--- config.mk ---
export PLATFORM = sky130hd
export DESIGN_NAME = tlu_trig_scheduler
export DESIGN_NICKNAME = d
export VERILOG_FILES = /design/src/rtl/tlu_pkg.sv /design/src/rtl/tlu_sat_counter.sv /design/src/rtl/tlu_trig_scheduler.sv
export SDC_FILE = /design/constraint.sdc
export NUM_CORES = 1
export LEC_CHECK = 0
export ABC_AREA = 1
export ABC_CLOCK_PERIOD_IN_PS = 4600
export BUFFER_PORTS_ARGS = -buffer_cell sky130_fd_sc_hd__clkbuf_2
export CAP_MARGIN = 20
export CORE_MARGIN = 3
export CORE_UTILIZATION = 62
export CTS_CLUSTER_SIZE = 30
export DETAILED_ROUTE_END_ITERATION = 6
export GPL_ROUTABILITY_DRIVEN = 0
export PLACE_DENSITY = 0.87
export SYNTH_ARGS = -nofsm -noshare
export SYNTH_HDL_FRONTEND = slang
export SYNTH_SLANG_ARGS = --single-unit
--- constraint.sdc ---
create_clock -name SYS_CLK -period 4.6 [get_ports SYS_CLK]
set_input_delay 0 -clock SYS_CLK [delete_from_list [all_inputs] [get_ports SYS_CLK]]
set_output_delay 0 -clock SYS_CLK [all_outputs]
set_load 0.005 [all_outputs]
--- src/rtl/tlu_pkg.sv ---
// Shared types and constants for the TLU trigger scheduler.
package tlu_pkg;

    typedef enum logic [2:0] {
        ST_IDLE,
        ST_ARMED,
        ST_FIRE,
        ST_WAIT_READY,
        ST_DEAD
    } state_e;

    localparam int          READY_HOLD_CYC  = 2;
    localparam logic [7:0]  TIMEOUT_CNT_MAX = 8'hFF;

endpackage

--- src/rtl/tlu_sat_counter.sv ---
// Generic event counter with synchronous clear; either wraps or saturates at MAX_VAL.
module tlu_sat_counter #(
    parameter int               WIDTH    = 8,
    parameter bit               SATURATE = 1'b0,
    parameter logic [WIDTH-1:0] MAX_VAL  = '1
) (
    input  logic             clk,
    input  logic             rst_n,
    input  logic             clr,
    input  logic             inc,
    output logic [WIDTH-1:0] count
);

    logic [WIDTH-1:0] count_q;
    logic [WIDTH-1:0] count_d;

    always_comb begin
        count_d = count_q;
        if (clr) begin
            count_d = '0;
        end else if (inc && !(SATURATE && (count_q == MAX_VAL))) begin
            count_d = count_q + 1'b1;
        end
    end

    always_ff @(posedge clk or negedge rst_n) begin
        if (!rst_n) begin
            count_q <= '0;
        end else begin
            count_q <= count_d;
        end
    end

    assign count = count_q;

endmodule

--- src/rtl/tlu_trig_scheduler.sv ---
// Trigger scheduler: gates trigger requests against DUT readiness, FIFO space, run state,
// dead time and trigger budget, and issues registered one-cycle TRIG_GO/EVT_WRITE pulses.
module tlu_trig_scheduler
    import tlu_pkg::*;
#(
    parameter int N_DUT          = 6,
    parameter int TRIG_ID_WIDTH  = 32,
    parameter int SKIP_CNT_WIDTH = 32
) (
    input  logic                      SYS_CLK,
    input  logic                      SYS_RST_N,
    input  logic                      START,
    input  logic                      STOP,
    input  logic                      TRIG_REQ,
    input  logic [N_DUT-1:0]          CONF_EN_OUTPUT,
    input  logic [15:0]               CONF_DEAD_TIME,
    input  logic [15:0]               CONF_TIME_OUT,
    input  logic [TRIG_ID_WIDTH-1:0]  CONF_MAX_TRIGGERS,
    input  logic [N_DUT-1:0]          READY,
    input  logic                      EVT_FULL,
    output logic                      TRIG_GO,
    output logic                      EVT_WRITE,
    output logic [TRIG_ID_WIDTH-1:0]  TRIG_ID,
    output logic [SKIP_CNT_WIDTH-1:0] SKIP_CNT,
    output logic [7:0]                TIMEOUT_CNT,
    output logic                      ARMED,
    output logic                      DONE
);

    state_e                     state_q, state_d;
    logic [TRIG_ID_WIDTH-1:0]   issued_q, issued_d;
    logic [TRIG_ID_WIDTH-1:0]   trig_id_q, trig_id_d;
    logic [15:0]                wait_cnt_q, wait_cnt_d;
    logic [15:0]                dead_cnt_q, dead_cnt_d;
    logic                       done_q, done_d;
    logic                       trig_go_q, trig_go_d;
    logic                       armed_q, armed_d;

    logic all_rdy;
    logic start_only;
    logic req_live;
    logic accept;
    logic skip_inc;
    logic timeout_inc;
    logic budget_hit;
    logic ready_ok;
    logic wd_expired;
    logic finish;

    // Disabled channels count as ready, so an empty enable mask still issues triggers.
    assign all_rdy    = &(READY | ~CONF_EN_OUTPUT);
    assign start_only = START & ~STOP;
    assign req_live   = TRIG_REQ & ~START & ~STOP;
    assign accept     = (state_q == ST_ARMED) & req_live & all_rdy & ~EVT_FULL;
    assign skip_inc   = req_live & (state_q != ST_IDLE) & ~accept;
    assign budget_hit = (CONF_MAX_TRIGGERS != '0) && (issued_q == CONF_MAX_TRIGGERS);

    always_comb begin
        state_d     = state_q;
        issued_d    = issued_q;
        trig_id_d   = trig_id_q;
        wait_cnt_d  = wait_cnt_q;
        dead_cnt_d  = dead_cnt_q;
        done_d      = done_q;
        timeout_inc = 1'b0;
        finish      = 1'b0;
        ready_ok    = (wait_cnt_q >= 16'(READY_HOLD_CYC)) && all_rdy;
        wd_expired  = (CONF_TIME_OUT != 16'd0) && (wait_cnt_q == CONF_TIME_OUT - 16'd1);

        case (state_q)
            ST_ARMED: begin
                if (accept) begin
                    state_d   = ST_FIRE;
                    trig_id_d = issued_q;
                    issued_d  = issued_q + 1'b1;
                end
            end
            ST_FIRE: begin
                state_d    = ST_WAIT_READY;
                wait_cnt_d = '0;
            end
            ST_WAIT_READY: begin
                if (wait_cnt_q != 16'hFFFF) begin
                    wait_cnt_d = wait_cnt_q + 16'd1;
                end
                if (ready_ok || wd_expired) begin
                    timeout_inc = ~ready_ok & ~STOP;
                    if (CONF_DEAD_TIME == 16'd0) begin
                        finish = 1'b1;
                    end else begin
                        state_d    = ST_DEAD;
                        dead_cnt_d = '0;
                    end
                end
            end
            ST_DEAD: begin
                dead_cnt_d = dead_cnt_q + 16'd1;
                if ((CONF_DEAD_TIME == 16'd0) || (dead_cnt_q >= CONF_DEAD_TIME - 16'd1)) begin
                    finish = 1'b1;
                end
            end
            default: ;
        endcase

        if (finish) begin
            state_d = budget_hit ? ST_IDLE : ST_ARMED;
            if (budget_hit) begin
                done_d = 1'b1;
            end
        end

        // STOP has priority over START; only a lone START restarts the run.
        if (STOP) begin
            state_d = ST_IDLE;
        end else if (START) begin
            state_d   = ST_ARMED;
            issued_d  = '0;
            trig_id_d = '0;
            done_d    = 1'b0;
        end

        trig_go_d = (state_d == ST_FIRE);
        armed_d   = (state_d != ST_IDLE);
    end

    always_ff @(posedge SYS_CLK or negedge SYS_RST_N) begin
        if (!SYS_RST_N) begin
            state_q    <= ST_IDLE;
            issued_q   <= '0;
            trig_id_q  <= '0;
            wait_cnt_q <= '0;
            dead_cnt_q <= '0;
            done_q     <= 1'b0;
            trig_go_q  <= 1'b0;
            armed_q    <= 1'b0;
        end else begin
            state_q    <= state_d;
            issued_q   <= issued_d;
            trig_id_q  <= trig_id_d;
            wait_cnt_q <= wait_cnt_d;
            dead_cnt_q <= dead_cnt_d;
            done_q     <= done_d;
            trig_go_q  <= trig_go_d;
            armed_q    <= armed_d;
        end
    end

    tlu_sat_counter #(
        .WIDTH    (SKIP_CNT_WIDTH),
        .SATURATE (1'b0),
        .MAX_VAL  ({SKIP_CNT_WIDTH{1'b1}})
    ) u_skip_cnt (
        .clk   (SYS_CLK),
        .rst_n (SYS_RST_N),
        .clr   (start_only),
        .inc   (skip_inc),
        .count (SKIP_CNT)
    );

    tlu_sat_counter #(
        .WIDTH    (8),
        .SATURATE (1'b1),
        .MAX_VAL  (TIMEOUT_CNT_MAX)
    ) u_timeout_cnt (
        .clk   (SYS_CLK),
        .rst_n (SYS_RST_N),
        .clr   (start_only),
        .inc   (timeout_inc),
        .count (TIMEOUT_CNT)
    );

    assign TRIG_GO   = trig_go_q;
    assign EVT_WRITE = trig_go_q;
    assign TRIG_ID   = trig_id_q;
    assign ARMED     = armed_q;
    assign DONE      = done_q;

endmodule

==> metrics <==
CTS tree=done; Max Clk Rate=362 MHz; final global-route overflow total=0; Pre-Repair DR Iteration Count=6; Inserted Clock Buffers=17; setup slack of the worst register-to-register path=1950 ps; number of register bits inferred by synthesis=about 140; path depth of the worst reg2reg path=14; Tmin final=2760 ps; library cell used as clock root buffer=clkbuf_16; Area after DPL=10,300 um^2; residual DRC count=0; average instance area after synthesis=7.28 um^2; ys async rst share=1.00; H-Tree Level Count=4; top flip-flop cell by instance count after synthesis=dfrtp_1; number of core rows=44; sequential share of the synthesized area=0.379; number of synthesized flops with an enable pin=0; sum of met3 wire segment lengths after detailed routing=1.94 mm; worst flop-to-flop path startpoint=state_q[2]; number of nets produced by synthesis=approximately 1.4k; post-route clock skew=10.3 ps; Final Setup Violations=0; setup repair after global routing missed its margin=no; pwr dens=about 310 nW/um^2; Top Metal Used=met4; pins over their slew limit=0; Storage cell area=3550 um^2; endpoint class of the critical path=register; clock insertion delay at the later pin of the skew report=approximately 430 ps; synthesized area=9380 um^2; ant diodes=0; worst min-delay path class=primary input to register; top-level I/O count=158; fraction of final layout cells with drive strength greater than 1=0.153; placeable core region=approximately 15,000 um^2; maximum vdd drop=0.000247 V; # port buffers=157; remaining number of nets flagged by the antenna check after routing=0; total of fill cells in the finished design=1,122; Max Buffers Root-to-Sink=2; area taken by multi-input logic gates=roughly 5000 um^2; number of violations reported at the end of detailed-routing iteration 0=933; # resized after CTS=0; worst-path maximum fanout=4; number of nets in the finished design=1,550; Chip Height=129 um; share of the cycle needed by the critical path after routing=0.600; YS warnings=0; die outline area=around 17,000 um^2; final standard cell utilization of the core=0.748; pre-CTS WS=1510 ps; Setup TNS=0 ps; count of cell types in the netlist=47; placed instance count=1,605; pin count of the biggest net entering global routing=93; Slew headroom=0.436; Synth Instances=1,289; final cell count without fillers=1,639; per-cell routed wire length=between 15 and 20 um; Met1 Wirelength=10.9 mm; detailed route wirelength on metal2=12.2 mm; routed vias/inst=5.83; area growth from synthesis to layout=16.8%; buffer count from post-CTS setup fixing=0; overall via count from detail_route=9,562; data required time at the worst endpoint=4880 ps; Fin. Hold Viols=0; actual slew at the worst max-slew pin=between 800 and 900 ps; number of antenna violations at the first check in global routing=0; post-route cell area=11,000 um^2; Worst Path Class, Setup=primary input to register; Die W=roughly 130 um; Worst Path Arrival=roughly 3000 ps; static leakage power=5.35 nW; clock transition at the register clock pins on the worst setup and hold paths after CTS=60 ps; CTS Sinks=142; Reg-to-Reg End=u_skip_cnt.count[16]; Final Worst Setup Slack=1840 ps; number of max-cap violations=0; hold-fix buffers at CTS=3; sum of routed wire length over all layers=25.4 mm; Worst Setup Start Kind=primary input; HPWL Detailed=between 15 and 20 mm; crit path capture=ARMED; via count of the first global-routing pass=9,048; outcome=finished clean; first-pass GRT wire length=42.0 mm; overall routing resource usage=0.310; starting density of the core=0.640; worst setup path startpoint=CONF_DEAD_TIME[2]
==> area by class of cell <==
cell class	instances	area share
inverters	160	0.0549
flip-flops and latches	142	0.324
repair buffers	165	0.0784
multi-input cells	957	0.464
clock inverters	9	0.0145
clock buffers	22	0.0424
well taps	184	0.0210
==> cells by family after synthesis <==
logic type	after synthesis	share of synthesized area
XOR/XNOR	89	0.0831
AO/OA/AOI/OAI	197	0.115
AND/OR/NAND/NOR	646	0.311
flip-flops	142	0.379
buffers and inverters	190	0.0787
adder cells (fa/ha/maj)	25	0.0334
==> worst max-delay path: stages <==
cell and delay [ps]:
clkbuf_2 100, nor2_1 140, nand2_1 80, nor4_1 450, nand4_1 260, nor2_1 250
nand3_1 120, xor2_1 160, inv_1 60, ha_1 290, nand2_1 70, inv_1 50
nand3_1 80, nor3_1 190, nand3_1 100, nand4_1 110, nand2_1 60, nand2_1 160
a21oi_1 80, nand2_1 100, nand4_1 110
==> registers in the layout, summed over array words and instances, names as in the netlist <==
register             flops
TRIG_ID                 32
issued_q                32
u_skip_cnt.count        32
dead_cnt_q              16
wait_cnt_q              16
u_timeout_cnt.count      8
state_q                  3
ARMED                    1
DONE                     1
EVT_WRITE                1
==> worst min-delay path by stage <==
stage	endpoint	from	cells after the start
final	u_skip_cnt.count[0]	TRIG_REQ	7
after global routing	u_skip_cnt.count[0]	TRIG_REQ	7
after CTS	u_skip_cnt.count[0]	TRIG_REQ	7
after detailed placement	wait_cnt_q[5]	SYS_RST_N	1
after global placement	u_timeout_cnt.count[2]	SYS_RST_N	1
after floorplan	ARMED	SYS_RST_N	0
==> placed cells by master (no fill, tap or decap), drive strengths merged, types with 29 or more instances in the layout <==
master  Yosys  final
nand2     251    251
nor2      197    197
clkbuf     22    178
inv       159    160
dfrtp     142    142
o21ai      83     83
xor2       74     74
a21oi      73     73
nand3      63     63
nor4       45     45
nor3       41     41
nand4      29     29
==> through the flow <==
step                hold slack (ps)  power, W
global placement                137   0.00194
floorplan                      -296   0.00176
CTS                             147   0.00344
global route                    189   0.00360
detailed placement              138   0.00197
finish                          155   0.00344
==> per-layer routing <==
metal,up-vias,track usage
met4,0,0.0957
li1,4585,-
met2,413,0.505
met3,54,0.0689
met1,4510,0.417
met5,-,0
==> synthesized netlist by cell type (2+ instances only) <==
master    number  area (um^2)
o21a_1         5         37.5
o31ai_1        8         60.1
nor2_1       187          702
a211oi_1       2         15.0
nor4_1        44          275
nand2_2        7         43.8
nand3_1       61          305
o21ai_1        4         20.0
buf_2          3         15.0
inv_1        158          593
dfrtp_1      142         3550
nor3_1        39          195
a221oi_1       4         35.0
a31oi_1        3         18.8
nand3_2        2         20.0
xor2_1        74          648
or2_2          5         31.3
nand2_1      244          916
o21ai_0       79          395
a21oi_1       73          365
and3_1         2         12.5
clkbuf_1      21         78.8
xnor2_1       15          131
ha_1          25          313
buf_1          2         7.51
o22ai_1       14         87.6
nand4_1       28          175
nor2_4         4         45.0
nor2_2         6         37.5
nor3b_1        3         22.5
buf_6          2         22.5
nand3b_1       7         52.6
o211ai_1       2         15.0
==> power breakdown <==
group | leakage (nW) | switching, W | internal [W]
sequential | 1.95 | 0.0000954 | 0.00133
clock | 0.301 | 0.000547 | 0.000936
combinational | 3.10 | 0.000326 | 0.000207
total | 5.35 | 0.000968 | 0.00247
Power figures use the tool's default switching activity.
